<file path="src/rtl/regfile_pkg.sv">
// Shared register-file types and constants.
// Latency: n/a (types only).
// Backpressure: n/a.
package regfile_pkg;

  localparam int ADDR_WIDTH = 5;
  localparam int DATA_WIDTH = 32;

  // Architectural zero register: writes are dropped, lookups never hit.
  localparam int ZERO_REG = 0;

  typedef struct packed {
    logic [ADDR_WIDTH-1:0] reg_addr;
    logic [DATA_WIDTH-1:0] data;
  } wq_entry_t;

endpackage

</file>
<file path="src/rtl/wq_fwd_match.sv">
// Youngest-match search over the occupied write-queue entries.
// Latency: purely combinational.
// Backpressure: none; pure lookup.
module wq_fwd_match
  import regfile_pkg::*;
#(
  parameter int DEPTH      = 4,
  parameter int ADDR_WIDTH = regfile_pkg::ADDR_WIDTH,
  parameter int DATA_WIDTH = regfile_pkg::DATA_WIDTH,
  parameter int PTR_WIDTH  = $clog2(DEPTH)
) (
  input  logic [ADDR_WIDTH-1:0] entry_reg  [DEPTH],
  input  logic [DATA_WIDTH-1:0] entry_data [DEPTH],
  input  logic [PTR_WIDTH-1:0]  head,
  input  logic [PTR_WIDTH:0]    count,
  input  logic [ADDR_WIDTH-1:0] lookup,
  output logic                  hit,
  output logic [DATA_WIDTH-1:0] data
);

  logic [PTR_WIDTH-1:0] idx;

  // Walk from oldest to youngest; a later match overwrites an earlier one,
  // so the entry closest to the tail wins.
  always_comb begin
    hit  = 1'b0;
    data = '0;
    idx  = '0;
    for (int i = 0; i < DEPTH; i++) begin
      idx = head + PTR_WIDTH'(i);
      if (((PTR_WIDTH + 1)'(i) < count) &&
          (lookup != ADDR_WIDTH'(ZERO_REG)) &&
          (entry_reg[idx] == lookup)) begin
        hit  = 1'b1;
        data = entry_data[idx];
      end
    end
  end

endmodule

</file>
<file path="src/rtl/regfile_write_queue.sv">
// Buffers register write-backs and drains one per cycle into the regfile write port, with forwarding lookups.
// Latency: push at edge N drives reg_write in cycle N+1 when empty and unstalled.
// Backpressure: in_ready = count < DEPTH from registered state; stall holds the head.
module regfile_write_queue
  import regfile_pkg::*;
#(
  parameter int DEPTH      = 4,
  parameter int ADDR_WIDTH = regfile_pkg::ADDR_WIDTH,
  parameter int DATA_WIDTH = regfile_pkg::DATA_WIDTH
) (
  input  logic                    clk,
  input  logic                    reset,
  input  logic                    in_valid,
  output logic                    in_ready,
  input  logic [ADDR_WIDTH-1:0]   in_reg,
  input  logic [DATA_WIDTH-1:0]   in_data,
  input  logic                    stall,
  output logic [ADDR_WIDTH-1:0]   wr_reg,
  output logic [DATA_WIDTH-1:0]   wr_data,
  output logic                    reg_write,
  input  logic [ADDR_WIDTH-1:0]   fwd_reg1,
  input  logic [ADDR_WIDTH-1:0]   fwd_reg2,
  output logic                    fwd_hit1,
  output logic                    fwd_hit2,
  output logic [DATA_WIDTH-1:0]   fwd_data1,
  output logic [DATA_WIDTH-1:0]   fwd_data2,
  output logic [$clog2(DEPTH):0]  count,
  output logic                    empty
);

  localparam int PTR_WIDTH = $clog2(DEPTH);
  localparam int CNT_WIDTH = PTR_WIDTH + 1;

  logic [ADDR_WIDTH-1:0] entry_reg  [DEPTH];
  logic [DATA_WIDTH-1:0] entry_data [DEPTH];
  logic [PTR_WIDTH-1:0]  head_q;
  logic [PTR_WIDTH-1:0]  tail_q;
  logic [CNT_WIDTH-1:0]  count_q;
  logic                  push;
  logic                  pop;

  // Readiness comes from registered occupancy only, so a same-cycle pop
  // never opens the door when full.
  assign in_ready  = (count_q != CNT_WIDTH'(DEPTH));
  assign empty     = (count_q == '0);
  assign count     = count_q;

  // Register-0 writes still handshake but never occupy a slot.
  assign push      = in_valid & in_ready & (in_reg != ADDR_WIDTH'(ZERO_REG));
  assign reg_write = ~empty & ~stall;
  assign pop       = reg_write;

  assign wr_reg    = empty ? '0 : entry_reg[head_q];
  assign wr_data   = empty ? '0 : entry_data[head_q];

  // Entry storage: cleared on reset, written at the tail on push.
  always_ff @(posedge clk or posedge reset) begin
    if (reset) begin
      for (int i = 0; i < DEPTH; i++) begin
        entry_reg[i]  <= '0;
        entry_data[i] <= '0;
      end
    end else if (push) begin
      entry_reg[tail_q]  <= in_reg;
      entry_data[tail_q] <= in_data;
    end
  end

  // Pointer and occupancy bookkeeping; pointers wrap naturally at DEPTH.
  always_ff @(posedge clk or posedge reset) begin
    if (reset) begin
      head_q  <= '0;
      tail_q  <= '0;
      count_q <= '0;
    end else begin
      if (push) tail_q <= tail_q + 1'b1;
      if (pop)  head_q <= head_q + 1'b1;
      if (push && !pop)      count_q <= count_q + 1'b1;
      else if (pop && !push) count_q <= count_q - 1'b1;
    end
  end

  wq_fwd_match #(
    .DEPTH      (DEPTH),
    .ADDR_WIDTH (ADDR_WIDTH),
    .DATA_WIDTH (DATA_WIDTH),
    .PTR_WIDTH  (PTR_WIDTH)
  ) u_fwd1 (
    .entry_reg  (entry_reg),
    .entry_data (entry_data),
    .head       (head_q),
    .count      (count_q),
    .lookup     (fwd_reg1),
    .hit        (fwd_hit1),
    .data       (fwd_data1)
  );

  wq_fwd_match #(
    .DEPTH      (DEPTH),
    .ADDR_WIDTH (ADDR_WIDTH),
    .DATA_WIDTH (DATA_WIDTH),
    .PTR_WIDTH  (PTR_WIDTH)
  ) u_fwd2 (
    .entry_reg  (entry_reg),
    .entry_data (entry_data),
    .head       (head_q),
    .count      (count_q),
    .lookup     (fwd_reg2),
    .hit        (fwd_hit2),
    .data       (fwd_data2)
  );

endmodule

</file>
<file path="config.mk">
export PLATFORM = sky130hd
export DESIGN_NAME = regfile_write_queue
export DESIGN_NICKNAME = d
export VERILOG_FILES = /design/src/rtl/regfile_pkg.sv /design/src/rtl/wq_fwd_match.sv /design/src/rtl/regfile_write_queue.sv
export SDC_FILE = /design/constraint.sdc
export NUM_CORES = 1
export LEC_CHECK = 0
export CORE_ASPECT_RATIO = 2
export CORE_MARGIN = 5
export CORE_UTILIZATION = 43
export CTS_BUF_LIST = sky130_fd_sc_hd__clkbuf_2
export DETAILED_ROUTE_END_ITERATION = 8
export GPL_TIMING_DRIVEN = 1
export SYNTH_ARGS = -nofsm -noshare
export SYNTH_HDL_FRONTEND = slang
export SYNTH_HIERARCHICAL = 1
export SYNTH_SLANG_ARGS = --single-unit
</file>
<file path="constraint.sdc">
create_clock -name clk -period 12.5 [get_ports clk]
set_input_delay 2.5 -clock clk [delete_from_list [all_inputs] [get_ports clk]]
set_output_delay 2.5 -clock clk [all_outputs]
set_load 0.005 [all_outputs]
</file>
==> Yosys cells after proc, flatten, opt, wreduce, memory -nomap -nowiden <==
Cells that the tools add are included.
{ "totals": {"regBits": 155, "wordCells": 122, "input_bits": 51, "output_inout_bits": 109} }
{ "op_classes": {"n_eq_ne": 9, "order_cmp": 10, "reduce_logical": 26, "n_addsub": 6, "mux": 50, "bitwise": 10} }
{ "ops": {"columns": ["operator", "count"], "rows": [
  ["$mux 32", 18],
  ["$bmux 32 s2", 4],
  ["$bwmux 128", 1],
  ["$demux 32 s2", 1],
  ["$mux 5", 10],
  ["$bmux 5 s2", 4],
  ["$eq 5x5->1", 8],
  ["$bwmux 20", 1],
  ["$logic_and 1x1->1", 19],
  ["$ge 3x3->1 const B", 5],
  ["$not 2->3", 5],
  ["$reduce_bool 5->1", 3],
  ["$demux 5 s2", 1],
  ["$mux 1", 8],
  ["$lt 1x3->1 const A", 2],
  ["$lt 2x3->1 const A", 2],
  ["$mux 3", 2],
  ["$add 2x1->2 const B", 2],
  ["$add 2x2->2 const B", 2],
  ["$add 3x1->3 const B", 1],
  ["$and 1x1->1", 3],
  ["$logic_not 3->1", 1],
  ["$lt 3x1->1 const B", 1],
  ["$ne 3x3->1 const B", 1],
  ["other kinds (4)", 6]
]} }

==> Longest topological paths before layout <==
Gate-level depths: netlist of the first run.
{ "logic_depth": {"ltp_word": 10, "depth_mapped": 12} }

==> Cells and area by module <==
Netlist of the first run, hierarchy kept.
{ "modules_own_cells": {"columns": ["mod", "cells_each", "area_per_inst_um2", "n_inst"], "rows": [
  ["wq_fwd_match", 510, 4420.5, 2],
  ["regfile_write_queue", 439, 7114.3, 1]
]} }

==> Worst setup path before layout of the first run <==
Ideal clock, no wire load.
{ "synth_path": {"path_type": "input-to-output", "startpoint": "input port fwd_reg1[4]", "endpoint": "output port fwd_data1[2]", "required_time_ns": 10.000, "setup_slack_ns": 5.623, "path_stages": 10, "t_arrival_ns": 4.377, "path_cell_list": "clkbuf_1 > nor4_1 > a211oi_2 > o2111ai_1 > a21oi_2 > buf_6 > buf_6 > mux2i_1 > a22oi_1 > o2bb2ai_1"} }
{ "synth_via": {"elab_chain_cells": 7, "elab_cells_between_ends": 17, "classes_between": "eq/ne: 4; mux: 4; reduce/logical: 9"} }
{ "synth_rtl": {"columns": ["item", "line_no", "rtl"], "rows": [
  ["start: declaration", "regfile_write_queue.sv:21", "input logic [ADDR_WIDTH-1:0] fwd_reg1,"],
  ["$reduce_bool 5->1", "wq_fwd_match.sv:32", "(lookup != ADDR_WIDTH'(ZERO_REG)) &&"],
  ["$logic_and 1x1->1", "wq_fwd_match.sv:31", "if (((PTR_WIDTH + 1)'(i) < count) &&"],
  ["$logic_and 1x1->1", "wq_fwd_match.sv:32", null],
  ["$mux 32 (3 in series)", "wq_fwd_match.sv:31", null],
  ["$mux 32 *", "wq_fwd_match.sv:31", null],
  ["end: declaration", "regfile_write_queue.sv:25", "output logic [DATA_WIDTH-1:0] fwd_data1,"]
]} }
Every way passes the cells marked *; elsewhere a longest branch is shown, timed or not.

==> Final worst setup path of the first run <==
{ "layout_path": {"startpoint": "input port fwd_reg1[4]", "endpoint": "output port fwd_data1[29]"} }
The elaborated chain is that of the path after synthesis.

==> run_results.csv, run 1 <==
group,metric,value,unit
sta,fin_crit,9626,ps
sta,worst_pin_slew,1248,ps
grt,grt_util_all_layers,0.2472,
final_layout,multi_input_area,11310,um^2
synth,synthDominantCellAreaShare,0.2431,
power,powerDensity,337.3,nW/um^2
die,coreArea,36540,um^2
die,die_x,146.2,um
worst_setup_path,endpoint_kind,"output port",
synth,syn-num-nets,1516,
worst_setup_path,arrival,7130,ps
synth,yosysSeqAreaShare,0.2431,
clock_network,insertion_delay,820,ps
final_layout,fillers,3404,
clock_network,cts-root-buf,"clkbuf_2",
clock_network,cts_max_level,4,
detailed_routing,drtIter0Drc,826,
final_layout,design_area,17840,um^2
final_layout,largest_register_ffs,128,
sta,slew_violations,0,
synth,yosys_warnings,6,
power,p_leak,6.710,nW
detailed_routing,wl,52.31,mm
final_layout,finalNetCount,1569,
clock_network,cts_post_setup_buffers_inserted,0,
min_path,hp-start,"tail_q[0]",
worst_setup_path,crit_required,10000,ps
sta,fin_worst_skew,24.41,ps
grt,overflow,0,
placed_design,placed_area,17590,um^2
final_layout,drive_above_1_share,0.3298,
grt,grt_pass1_vias,13225,
grt,antenna_found_initial,2,
synth,synth_ff_type,"dfrtp_1",
final_layout,area_growth,11.83,%
synth,synth.distinct_cells,50,
detailed_routing,wl_per_cell,26.43,um
die,start_util,0.4366,
clock_network,clk_path_buf_depth,2,
detailed_routing,ant_nets,0,
worst_setup_path,critPathLaunchType,"primary input",
sta,max_slew_margin,0.1679,
synth,syn-cell-area,15960,um^2
power,vdd.ir_drop.worst,0.2169,mV
sta,post-route-period-util,0.7701,
final_layout,final_core_util,0.4883,
detailed_routing,drtPass1Iterations,5,
sta,holdWs,558.7,ps
final_layout,seqCellArea,3886,um^2
detailed_routing,viasPerCell,6.539,
synth,synth_largest_area_cell,"dfrtp_1",
outcome,outcome,"finished clean",
run,max-cap-violations,0,
die,fp.dieArea,41290,um^2
synth,synth_seq_cells,155,
sta,report.final.setup_viol,0,
die,die_y,282.4,um
sta,finalSetupTns,0,ps
synth,postSynth.asyncResetShare,1.000,
sta,maxClockFrequency,0.1039,GHz
sta,rsz0062_at_grt,"no",
min_path,hold_path_class,"reg2reg",
worst_setup_path,worst-path-max-fanout,77,
clock_network,clk_pin_slew,210,ps
die,placementRows,99,
clock_network,postCtsHoldBufs,0,
synth,postSynthCellCount,1459,
synth,synthTopCellsByArea,"dfrtp_1, mux2_2, mux2i_1",
worst_setup_path,startpoint,"fwd_reg1[4]",
synth,synthTopCellsByCount,"mux2_2, mux2i_1, dfrtp_1",
placed_design,dp_hpwl,33.68,mm
synth,avgSynthCellArea,10.94,um^2
placed_design,numPortBuffers,159,
grt,grt_pass1_wl,79.29,mm
detailed_routing,drc,0,
clock_network,numCtsBuffers,17,
grt,grt_max_degree,164,
synth,synth_edf_count,0,
sta,timing.final.hold_violations,0,
worst_setup_path,critPathKind,"in2out",
clock_network,cts-resized-gates,0,
synth,yosys.cell_count.top_type,"mux2_2",
die,pin_count,160,
placed_design,routabilityCongestion,0.9018,
detailed_routing,vias,12940,
worst_setup_path,reg2reg_from,"count[0]",
clock_network,cts.sinks,155,
clock_network,cts_tree,"yes",
-- where the power goes --
group | internal [mW] | switching [mW]
Sequential | 0.758 | 0.475
Combinational | 2.41 | 2.06
Clock | 0.129 | 0.190
Total | 3.29 | 2.72
-- path summary, 6_finish.rpt --
check / to / cells past startpoint / slack, ps
setup / recovery: fwd_data1[29] / 9 / 2870
hold / removal: tail_q[0] / 1 / 560
setup reg to reg: count[2] / 10 / 9720
hold reg to reg: tail_q[0] / 1 / 560
max in group asynchronous: entry_data[52] / 3 / 8770
min in group asynchronous: entry_reg[13] / 2 / 2220
-- layout by cell type, fill, tap and decap left out, drive strengths merged, types with 34 or more instances in the layout --
cell type      Yosys  routed
o2bb2ai           62      62
o21ai             42      42
a21oi             78      78
a221o             82      82
mux2i            210     210
mux2             342     342
nor2b             37      37
clkdlybuf4s50      0     159
xnor2             34      34
dfrtp            155     155
mux4              53      53
-- per-layer routing --
metal	vias to the layer above	GRT usage	share of wire
met3	126	0.03895	0.045
met2	433	0.4525	0.53
met4	0	0.1273	0.051
met1	6522	0.2760	0.38
met5	-	0	0
li1	5859	-	-
-- cell families (layout without fill, tap and decap cells) --
logic type,Yosys count,in the layout,share of synthesized area
multiplexers,605,605,0.4479
AO/OA/AOI/OAI,351,351,0.1713
buffers and inverters,161,224,0.05395
flip-flops,155,155,0.2431
AND/OR/NAND/NOR,129,129,0.04768
XOR/XNOR,52,52,0.03090
adder cells (fa/ha/maj),6,6,0.005176
other,0,3,0
-- final cells by class --
class	instances	area share
Clock inverter	9	0.008345
Timing Repair Buffer	180	0.09874
Sequential cell	155	0.2178
Antenna cell	3	0.0004208
Inverter	15	0.003436
Tap cell	454	0.03184
Multi-Input combinational cell	1143	0.6338
Clock buffer	20	0.005610
-- worst max-delay path, cell delays in order --
cell and delay [ps]:
clkdlybuf4s50_1 640, xnor2_4 500, o2111ai_1 250, a21oi_4 160, buf_4 810, o21bai_1 260, nand3_2 860, o2bb2ai_1 530
clkdlybuf4s50_1 590
-- metrics by stage --
stage	total power, mW	setup WS, ps	instances
2_1_floorplan	4.219	5623	1459
3_3_place_gp	5.614	2871	1947
3_5_place_dp	5.685	2816	1947
4_1_cts	6.024	2773	1976
5_1_grt	6.426	2568	1977
6_report	6.017	2874	1979
Power figures use the tool's default switching activity.
==> run 2, diff against run 1 <==
- PLACE_DENSITY: not set -> 0.65
- clock period: 12.5 -> 7.88 ns (I/O delays scaled with it)
==> run_results.csv, run 2 (synthesized netlist as in run 1, its figures left out) <==
group,metric,value,unit
outcome,outcome,"finished clean",
worst_setup_path,path_common_cell,"mux2i_1",
min_path,hold_path_class,"reg2reg",
grt,overflow,0,
final_layout,final_common_cell,"mux2_2",
placed_design,dp_hpwl,33.86,mm
clock_network,cts_max_level,4,
clock_network,clk_pin_slew,220,ps
sta,holdWs,575.5,ps
sta,maxClockFrequency,0.1407,GHz
sta,timing.final.ws_setup,772.7,ps
sta,fin_crit,7107,ps
worst_setup_path,critPathLaunchType,"flip-flop",
sta,rsz0062_at_grt,"no",
die,die_x,146.2,um
grt,grt_pass1_vias,13263,
final_layout,layout_common_cells,"mux2_2, mux2i_1, clkdlybuf4s50_1",
die,start_util,0.4366,
sta,slew_violations,0,
detailed_routing,drtPass1Iterations,5,
detailed_routing,wl_per_cell,25.83,um
clock_network,cts-root-buf,"clkbuf_2",
clock_network,cts-resized-gates,0,
worst_setup_path,arrival,5530,ps
worst_setup_path,path_cells,"mux2i_1 > mux2i_1 > xnor2_1 > o2111ai_1 > o21bai_1 > nand3_2 > buf_4 > o2bb2ai_1 > clkdlybuf4s50_1",
grt,grt_pass1_wl,77.71,mm
detailed_routing,ant_nets,0,
power,powerDensity,534.5,nW/um^2
sta,fin_worst_skew,34.76,ps
placed_design,routabilityCongestion,0.9395,
final_layout,finalNonFillerCells,1988,
detailed_routing,vias,12969,
final_layout,final_core_util,0.4923,
clock_network,postCtsHoldBufs,0,
detailed_routing,drc,0,
grt,grt_max_degree,212,
placed_design,numPortBuffers,159,
sta,finalSetupTns,0,ps
sta,timing.final.hold_violations,0,
clock_network,clk_path_buf_depth,2,
worst_setup_path,slowest_delay,1030,ps
detailed_routing,viasPerCell,6.524,
run,max-cap-violations,0,
die,placementRows,99,
die,coreArea,36540,um^2
final_layout,finalNetCount,1577,
grt,antenna_found_initial,2,
worst_setup_path,critPathSlowestCell,"dfrtp_4",
final_layout,largest_register_ffs,128,
power,p_leak,6.785,nW
final_layout,drive_above_1_share,0.3351,
worst_setup_path,cp_num_buf_inv,2,
sta,max_slew_margin,0.1861,
clock_network,cts_tree,"yes",
clock_network,cts.sinks,155,
die,die_y,282.4,um
clock_network,cts_post_setup_buffers_inserted,0,
worst_setup_path,crit_required,6300,ps
sta,worst_pin_slew,1221,ps
worst_setup_path,critPathKind,"reg2out",
worst_setup_path,endpoint_kind,"output port",
placed_design,preCtsSetupSlack,1030,ps
sta,post-route-period-util,0.9019,
power,vdd.ir_drop.worst,0.4791,mV
clock_network,insertion_delay,840,ps
clock_network,numCtsBuffers,17,
grt,grt_util_all_layers,0.2403,
worst_setup_path,cp_top_family,"buffers and inverters",
final_layout,area_growth,12.74,%
die,pin_count,160,
die,fp.dieArea,41290,um^2
detailed_routing,drtIter0Drc,839,
sta,report.final.setup_viol,0,
detailed_routing,wl,51.35,mm
worst_setup_path,worst-path-max-fanout,55,
placed_design,place_inst,1955,
-- run 2: changes by cell type in the layout (fill, tap and decap cells not counted), sizes merged --
cell	before	now
clkinv	5	7
bufinv	4	6
clkbuf	20	17
buf	21	29
-- run 2: path summary, 6_finish.rpt --
kind	from	end	slack, ps	depth (start not counted)
worst max-delay path	head_q[1]	fwd_data2[17]	770	9
worst min-delay path	tail_q[0]	tail_q[0]	580	1
worst max register to register	count[0]	count[2]	4870	10
worst min register to register	tail_q[0]	tail_q[0]	580	1
max in group asynchronous	reset	head_q[1]	5120	3
min in group asynchronous	reset	entry_data[118]	1290	2
-- run 2: final cells by class --
cell class	instances	area, um^2
Antenna cell	3	7.507
Clock buffer	17	85.08
Clock inverter	13	225.2
Fill cell	3328	18550
Inverter	15	61.31
Multi-Input combinational cell	1143	11310
Sequential cell	155	3886
Tap cell	454	568.0
Timing Repair Buffer	188	1847
-- run 2: per-layer routing --
metal  track usage  vias up  part of all wire
met1        0.2651     6557              0.37
met2        0.4467      441              0.53
met4        0.1222        0             0.049
met5             0        -                 0
li1              -     5844                 -
met3       0.03463      127             0.045
-- run 2: stage by stage --
stage | power (mW) | cell area (um^2)
3_5_place_dp | 8.984 | 17670
2_1_floorplan | 6.693 | 15960
6_report | 9.615 | 17990
4_1_cts | 9.596 | 17980
3_3_place_gp | 8.826 | 17670
5_1_grt | 10.21 | 17990
-- run 2: where the power goes --
part | internal (mW) | switching, mW | total (mW) | leakage [nW]
clock network | 0.267 | 0.311 | 0.578 | 0.179
registers | 1.20 | 0.808 | 2.01 | 1.84
logic | 3.84 | 3.19 | 7.03 | 4.77
